## src/rtl/mul9_pkg.sv

```systemverilog
`default_nettype none
// ============================================================================
// Module      : mul9_pkg
// Description : Shared types, sizes and column-geometry helpers for the
//               9x9 shift-register multiplier sequencer.
// Revision    : 1.0 - initial release
// ============================================================================
package mul9_pkg;

    localparam int WIDTH = 9;
    localparam int NCOLS = 2 * WIDTH - 1;
    localparam int NDST  = 2 * WIDTH + 1;

    typedef enum logic [1:0] {
        ST_IDLE   = 2'd0,
        ST_LOAD   = 2'd1,
        ST_SETTLE = 2'd2,
        ST_DONE   = 2'd3
    } state_t;

    // Number of partial products landing in column k.
    function automatic int col_height(input int k);
        return (k + 1 < NCOLS - k) ? k + 1 : NCOLS - k;
    endfunction

    // Lowest multiplicand bit index contributing to column k.
    function automatic int col_base(input int k);
        return (k > WIDTH - 1) ? k - (WIDTH - 1) : 0;
    endfunction

endpackage
`default_nettype wire

```

## src/rtl/shift_register.sv

```systemverilog
`default_nettype none
// ============================================================================
// Module      : shift_register
// Description : Per-column partial-product shift registers feeding a
//               column compressor (weighted popcount sum).
// Revision    : 1.0 - initial release
// ============================================================================
module shift_register
    import mul9_pkg::*;
(
    input  logic             clk,
    input  logic             shift_en,
    input  logic [NCOLS-1:0] sin,
    output logic [NDST-1:0]  dst
);

    logic [3:0] w_cnt [NCOLS];

    generate
        for (genvar k = 0; k < NCOLS; k++) begin : g_col
            localparam int c_h = col_height(k);
            logic [c_h-1:0] r_col;

            if (c_h == 1) begin : g_single
                always_ff @(posedge clk) begin
                    if (shift_en) r_col <= sin[k];
                end
            end else begin : g_chain
                always_ff @(posedge clk) begin
                    if (shift_en) r_col <= {r_col[c_h-2:0], sin[k]};
                end
            end

            assign w_cnt[k] = 4'($countones(r_col));
        end
    endgenerate

    always_comb begin
        dst = '0;
        for (int k = 0; k < NCOLS; k++) begin
            dst = dst + (NDST'(w_cnt[k]) << k);
        end
    end

endmodule
`default_nettype wire

```

## src/rtl/mul9_sequencer.sv

```systemverilog
`default_nettype none
// ============================================================================
// Module      : mul9_sequencer
// Description : Handshaked controller that serially loads a 9x9 partial
//               product array, captures the compressed result and checks it.
// Revision    : 1.0 - initial release
// ============================================================================
module mul9_sequencer #(
    parameter int WIDTH         = 9,
    parameter int SETTLE_CYCLES = 1
) (
    input  logic             clk,
    input  logic             rst,
    input  logic             in_valid,
    output logic             in_ready,
    input  logic [WIDTH-1:0] in_a,
    input  logic [WIDTH-1:0] in_b,
    output logic             out_valid,
    input  logic             out_ready,
    output logic [2*WIDTH:0] out_product,
    output logic             out_mismatch,
    output logic [15:0]      err_count,
    output logic             busy
);
    import mul9_pkg::*;

    localparam logic [3:0] c_last_t      = 4'(WIDTH - 1);
    localparam logic [3:0] c_last_settle = 4'(SETTLE_CYCLES - 1);

    state_t              r_state;
    state_t              w_state_nxt;
    logic [3:0]          r_t;
    logic [3:0]          r_settle;
    logic [3:0]          w_e;
    logic [WIDTH-1:0]    r_a;
    logic [WIDTH-1:0]    r_b;
    logic [2*WIDTH-1:0]  r_ref;
    logic [NCOLS-1:0]    w_sin;
    logic [NDST-1:0]     w_dst;
    logic [NDST-1:0]     r_product;
    logic                r_mismatch;
    logic [15:0]         r_err;
    logic                w_load;
    logic                w_capture;
    logic                w_mismatch;

    always_comb begin
        w_state_nxt = r_state;
        case (r_state)
            ST_IDLE:   if (in_valid)                   w_state_nxt = ST_LOAD;
            ST_LOAD:   if (r_t == c_last_t)            w_state_nxt = ST_SETTLE;
            ST_SETTLE: if (r_settle == c_last_settle)  w_state_nxt = ST_DONE;
            ST_DONE:   if (out_ready)                  w_state_nxt = ST_IDLE;
            default:                                   w_state_nxt = ST_IDLE;
        endcase
    end

    assign in_ready     = (r_state == ST_IDLE);
    assign out_valid    = (r_state == ST_DONE);
    assign busy         = (r_state != ST_IDLE);
    assign out_product  = r_product;
    assign out_mismatch = r_mismatch;
    assign err_count    = r_err;
    assign w_load       = (r_state == ST_LOAD);
    assign w_capture    = (r_state == ST_SETTLE) && (r_settle == c_last_settle);
    assign w_mismatch   = (w_dst != {1'b0, r_ref});

    always_ff @(posedge clk) begin
        if (rst) begin
            r_state    <= ST_IDLE;
            r_t        <= 4'd0;
            r_settle   <= 4'd0;
            r_product  <= '0;
            r_mismatch <= 1'b0;
            r_err      <= 16'd0;
        end else begin
            r_state  <= w_state_nxt;
            r_t      <= (w_load && r_t != c_last_t) ? r_t + 4'd1 : 4'd0;
            r_settle <= (r_state == ST_SETTLE && !w_capture) ? r_settle + 4'd1 : 4'd0;
            if (w_capture) begin
                r_product  <= w_dst;
                r_mismatch <= w_mismatch;
                if (w_mismatch && r_err != 16'hFFFF) r_err <= r_err + 16'd1;
            end
        end
    end

    // Operands and the reference product are datapath-only; no reset needed.
    always_ff @(posedge clk) begin
        if (in_valid && in_ready) begin
            r_a   <= in_a;
            r_b   <= in_b;
            r_ref <= {{WIDTH{1'b0}}, in_a} * {{WIDTH{1'b0}}, in_b};
        end
    end

    // Deepest entries enter first so the last shift places entry 0 at the head.
    assign w_e = c_last_t - r_t;

    generate
        for (genvar k = 0; k < NCOLS; k++) begin : g_col
            localparam int c_h  = col_height(k);
            localparam int c_i0 = col_base(k);
            logic [WIDTH-1:0] w_pp;

            for (genvar e = 0; e < WIDTH; e++) begin : g_ent
                if (e < c_h) begin : g_live
                    assign w_pp[e] = r_a[c_i0+e] & r_b[k-c_i0-e];
                end else begin : g_pad
                    assign w_pp[e] = 1'b0;
                end
            end

            assign w_sin[k] = w_load & w_pp[w_e];
        end
    endgenerate

    shift_register u_dp (
        .clk      (clk),
        .shift_en (w_load),
        .sin      (w_sin),
        .dst      (w_dst)
    );

endmodule
`default_nettype wire

```

## config.mk

```make
export PLATFORM = sky130hd
export DESIGN_NAME = mul9_sequencer
export DESIGN_NICKNAME = d
export VERILOG_FILES = /design/src/rtl/mul9_pkg.sv /design/src/rtl/shift_register.sv /design/src/rtl/mul9_sequencer.sv
export SDC_FILE = /design/constraint.sdc
export NUM_CORES = 1
export LEC_CHECK = 0
export ABC_AREA = 1
export CORE_UTILIZATION = 45
export DETAILED_ROUTE_END_ITERATION = 10
export PLACE_DENSITY = 0.71
export SETUP_SLACK_MARGIN = 0.5
export SYNTH_ARGS = -nofsm -noshare
export SYNTH_HDL_FRONTEND = slang
export SYNTH_HIERARCHICAL = 1
export SYNTH_SLANG_ARGS = --single-unit
```

## constraint.sdc

```tcl
create_clock -name clk -period 7.05 [get_ports clk]
set_input_delay 1.41 -clock clk [delete_from_list [all_inputs] [get_ports clk]]
set_output_delay 1.41 -clock clk [all_outputs]
set_load 0.02 [all_outputs]
```

==> results.md <==
* R2R setup slack at around 1.0 ns
* Adder-Cell Fraction of Synth Area at 26.5%
* Worst setup EP type: register
* Largest net degree at the start of global routing at 83
* CP Class: reg2reg
* Tmin final at roughly 6.0 ns
* Root Buffer: clkbuf_16
* Wire per inst at 14.8 um
* Largest family of logic cells by synthesized area: adder cells
* Worst Max-Slew Pin Slew at around 1 ns
* Setup Skew at 0.0142 ns
* IO buf count at 60
* Worst Path Buf+Inv at 8
* Mapped cell area at 12,400 um^2
* Req. time, crit path at 7.41 ns
* Post-synth net total at 1,628
* Final net count at 1,673
* Die W at 168 um
* Clk sinks at 163
* Crit path from: u_dp/g_col[9].r_col[0]
* Run status: completed
* Post-Route WL at ~27 mm
* Hold path depth at 0
* Synth Area per Inst at 8.79 um^2
* Crit path DAT at 6.37 ns
* Site row count at 60
* # setup viols final at 0
* H-tree level count at 4
* Commonest non-fill, non-tap cell in the layout: inv_1
* Worst setup SP type: register
* Initial antenna violation count at 0
* First-pass GRT wire length at 44.6 mm
* Slowest CP cell: fa_1
* Mux contribution to synthesized area at 0%
* Crit-path leading delay family: adder cells
* Synthesis-to-finish area growth at 11.8%
* Final ANT Viol Nets at 0
* Min-delay worst type: reg2reg
* Critical R2R Capture: err_count[0]
* Core area at 27,000 um^2
* MaxCap Viol Count at 0
* Setup TNS at 0 ns
* Number of diodes at 0
* Total gr overflow at 0
* Worst skew pair latency at 0.43 ns
* Synth Flop Type: edfxtp_1
* GP Congestion at approximately 0.91
* Max Buffers Root-to-Sink at 2
* Hold_sp: u_dp/g_col[8].r_col[0]
* Final worst-path cycle share at 85.2%
* Seq/Total Area, Yosys at between 30 and 40%
* DP HPWL at about 20 mm
* Post-CTS repair timing setup buffer count at 0
* Unrepaired setup endpoints after global routing: no
* DR vias at 9,081
* Most frequent cells in the layout: inv_1 (353), nand2_1 (286), edfxtp_1 (117), fa_1 (103), ha_1 (96)
* Simple-gate share of the synthesized area at 16.9%
* Vias per cell at roughly 5
* Worst path max stage delay at between 0.5 and 0.6 ns
* TritonCTS clock tree: built
* Drc violations at 0
* Die area at between 20,000 and 30,000 um^2
* Clock slew at reported path FFs at around 0.070 ns
* Global Route Usage Sum at 20.1%
* F_max at 166 MHz
* WHS Endpoint: u_dp/g_col[8].r_col[1]
* R2r worst-path depth at 32
* Num ports at between 60 and 70
* EDFF count, synth at around 120
* Synth warnings at 6
* Starting density of the core at 45.9%
* Worst R2R Start: u_dp/g_col[9].r_col[0]
* Yosys cell types at 43
* Post-synthesis cell count at 1,406
* Synthesized flop and latch total at 163
* Worst path most repeated cell: nand2_1
* Async SR Flop Fraction at 0%
* Final Max Slew Viols at 0
* Compound-Gate Fraction of Synth Area at 6.54%
* Relative slew slack at 31.6%
* Number of global-route vias before repair at 9,005
* Max FO, Critical Path at 31
* Die Ht at ~170 um
* Num CTS Buffers at 17
* Drt initial violations at 716
* Final Hold Fails at 0
* Share of cells above drive strength 1 at 4.58%
* Post-Synth XOR/XNOR Area at between 1.5 and 2%
* First-pass iteration count of the detailed router at 5
[cell usage after synthesis, drive strengths merged, types with 3 or more instances]
| master | count | area share [%] |
|---|---|---|
| inv | 357 | 11 |
| nand2 | 297 | 9.3 |
| edfxtp | 117 | 28 |
| fa | 103 | 17 |
| ha | 97 | 9.8 |
| nor2 | 81 | 2.8 |
| nand3 | 61 | 2.7 |
| a21oi | 52 | 2.2 |
| o21ai | 48 | 1.9 |
| dfxtp | 46 | 7.4 |
| clkbuf | 27 | 0.82 |
| nand4 | 24 | 1.3 |
| o221ai | 16 | 1.1 |
| xnor2 | 15 | 1.1 |
| xor2 | 13 | 0.92 |
| buf | 12 | 0.57 |
| nor3 | 10 | 0.45 |
| o22ai | 9 | 0.46 |
| a31oi | 4 | 0.20 |
| o31ai | 4 | 0.24 |
| a21o | 3 | 0.18 |
| nor4 | 3 | 0.20 |
[stage by stage]
stage / instance area [um^2] / worst slack (ns) / utilization (%) / hold WS (ns) / cells
CTS: 13800 / 0.888 / 51.3 / 0.455 / 1805
global placement: 13300 / 1.11 / 49.2 / 0.430 / 1773
detailed placement: 13300 / 1.05 / 49.2 / 0.432 / 1773
finish: 13800 / 1.04 / 51.3 / 0.455 / 1805
global route: 13800 / 0.565 / 51.3 / 0.462 / 1805
floorplan: 12400 / 1.62 / - / 0.426 / 1406
[worst max path at each step]
stage | endpoint | slack (ns) | cells past startpoint
CTS | err_count[0] | 0.89 | 25
detailed placement | r_ref[14] | 1.05 | 18
finish | err_count[0] | 1.04 | 32
floorplan | err_count[10] | 1.62 | 31
global placement | r_ref[16] | 1.11 | 17
global route | err_count[0] | 0.56 | 32
[layout make-up]
class | instances | area (um^2)
Timing Repair Buffer | 65 | 642
Fill cell | 2475 | 13100
Tap cell | 341 | 427
Clock inverter | 9 | 68.8
Sequential cell | 163 | 4430
Clock buffer | 23 | 479
Inverter | 358 | 1340
Multi-Input combinational cell | 846 | 6430
[metal layers]
metal	share of wire, %	routed length, um	up-vias	global-route usage [%]
met1	44	11800	4352	25.7
met4	1.7	452	0	5.86
met2	50	13400	225	34.9
li1	-	-	4472	-
met5	0	0	-	0
met3	3.8	1030	32	3.19
[kinds of logic (layout without fill, tap and decap cells)]
logic type               count (synthesis)  after routing
adder cells (fa/ha/maj)                200            200
AO/OA/AOI/OAI                          139            139
XOR/XNOR                                28             28
buffers and inverters                  397            455
AND/OR/NAND/NOR                        479            479
flip-flops                             163            163
[timing repair]
item                       in CTS  in global routing
gates resized for setup         0                  2
setup endpoints to repair       0                  2
hold buffers                    0                  0
[registers in the layout, summed over array words and instances, names as in the netlist]
| register | flops |
|---|---|
| r_t | 4 |
| r_b | 9 |
| err_count | 16 |
| out_product | 19 |
| r_ref | 18 |
| r_settle | 4 |
| out_mismatch | 1 |
| r_a | 9 |
| r_state | 2 |
| u_dp/g_col.r_col | 81 |
Power is left out: the tool's default activity adds up to more than one toggle a clock period on the data nets, which glitch-free logic cannot reach.
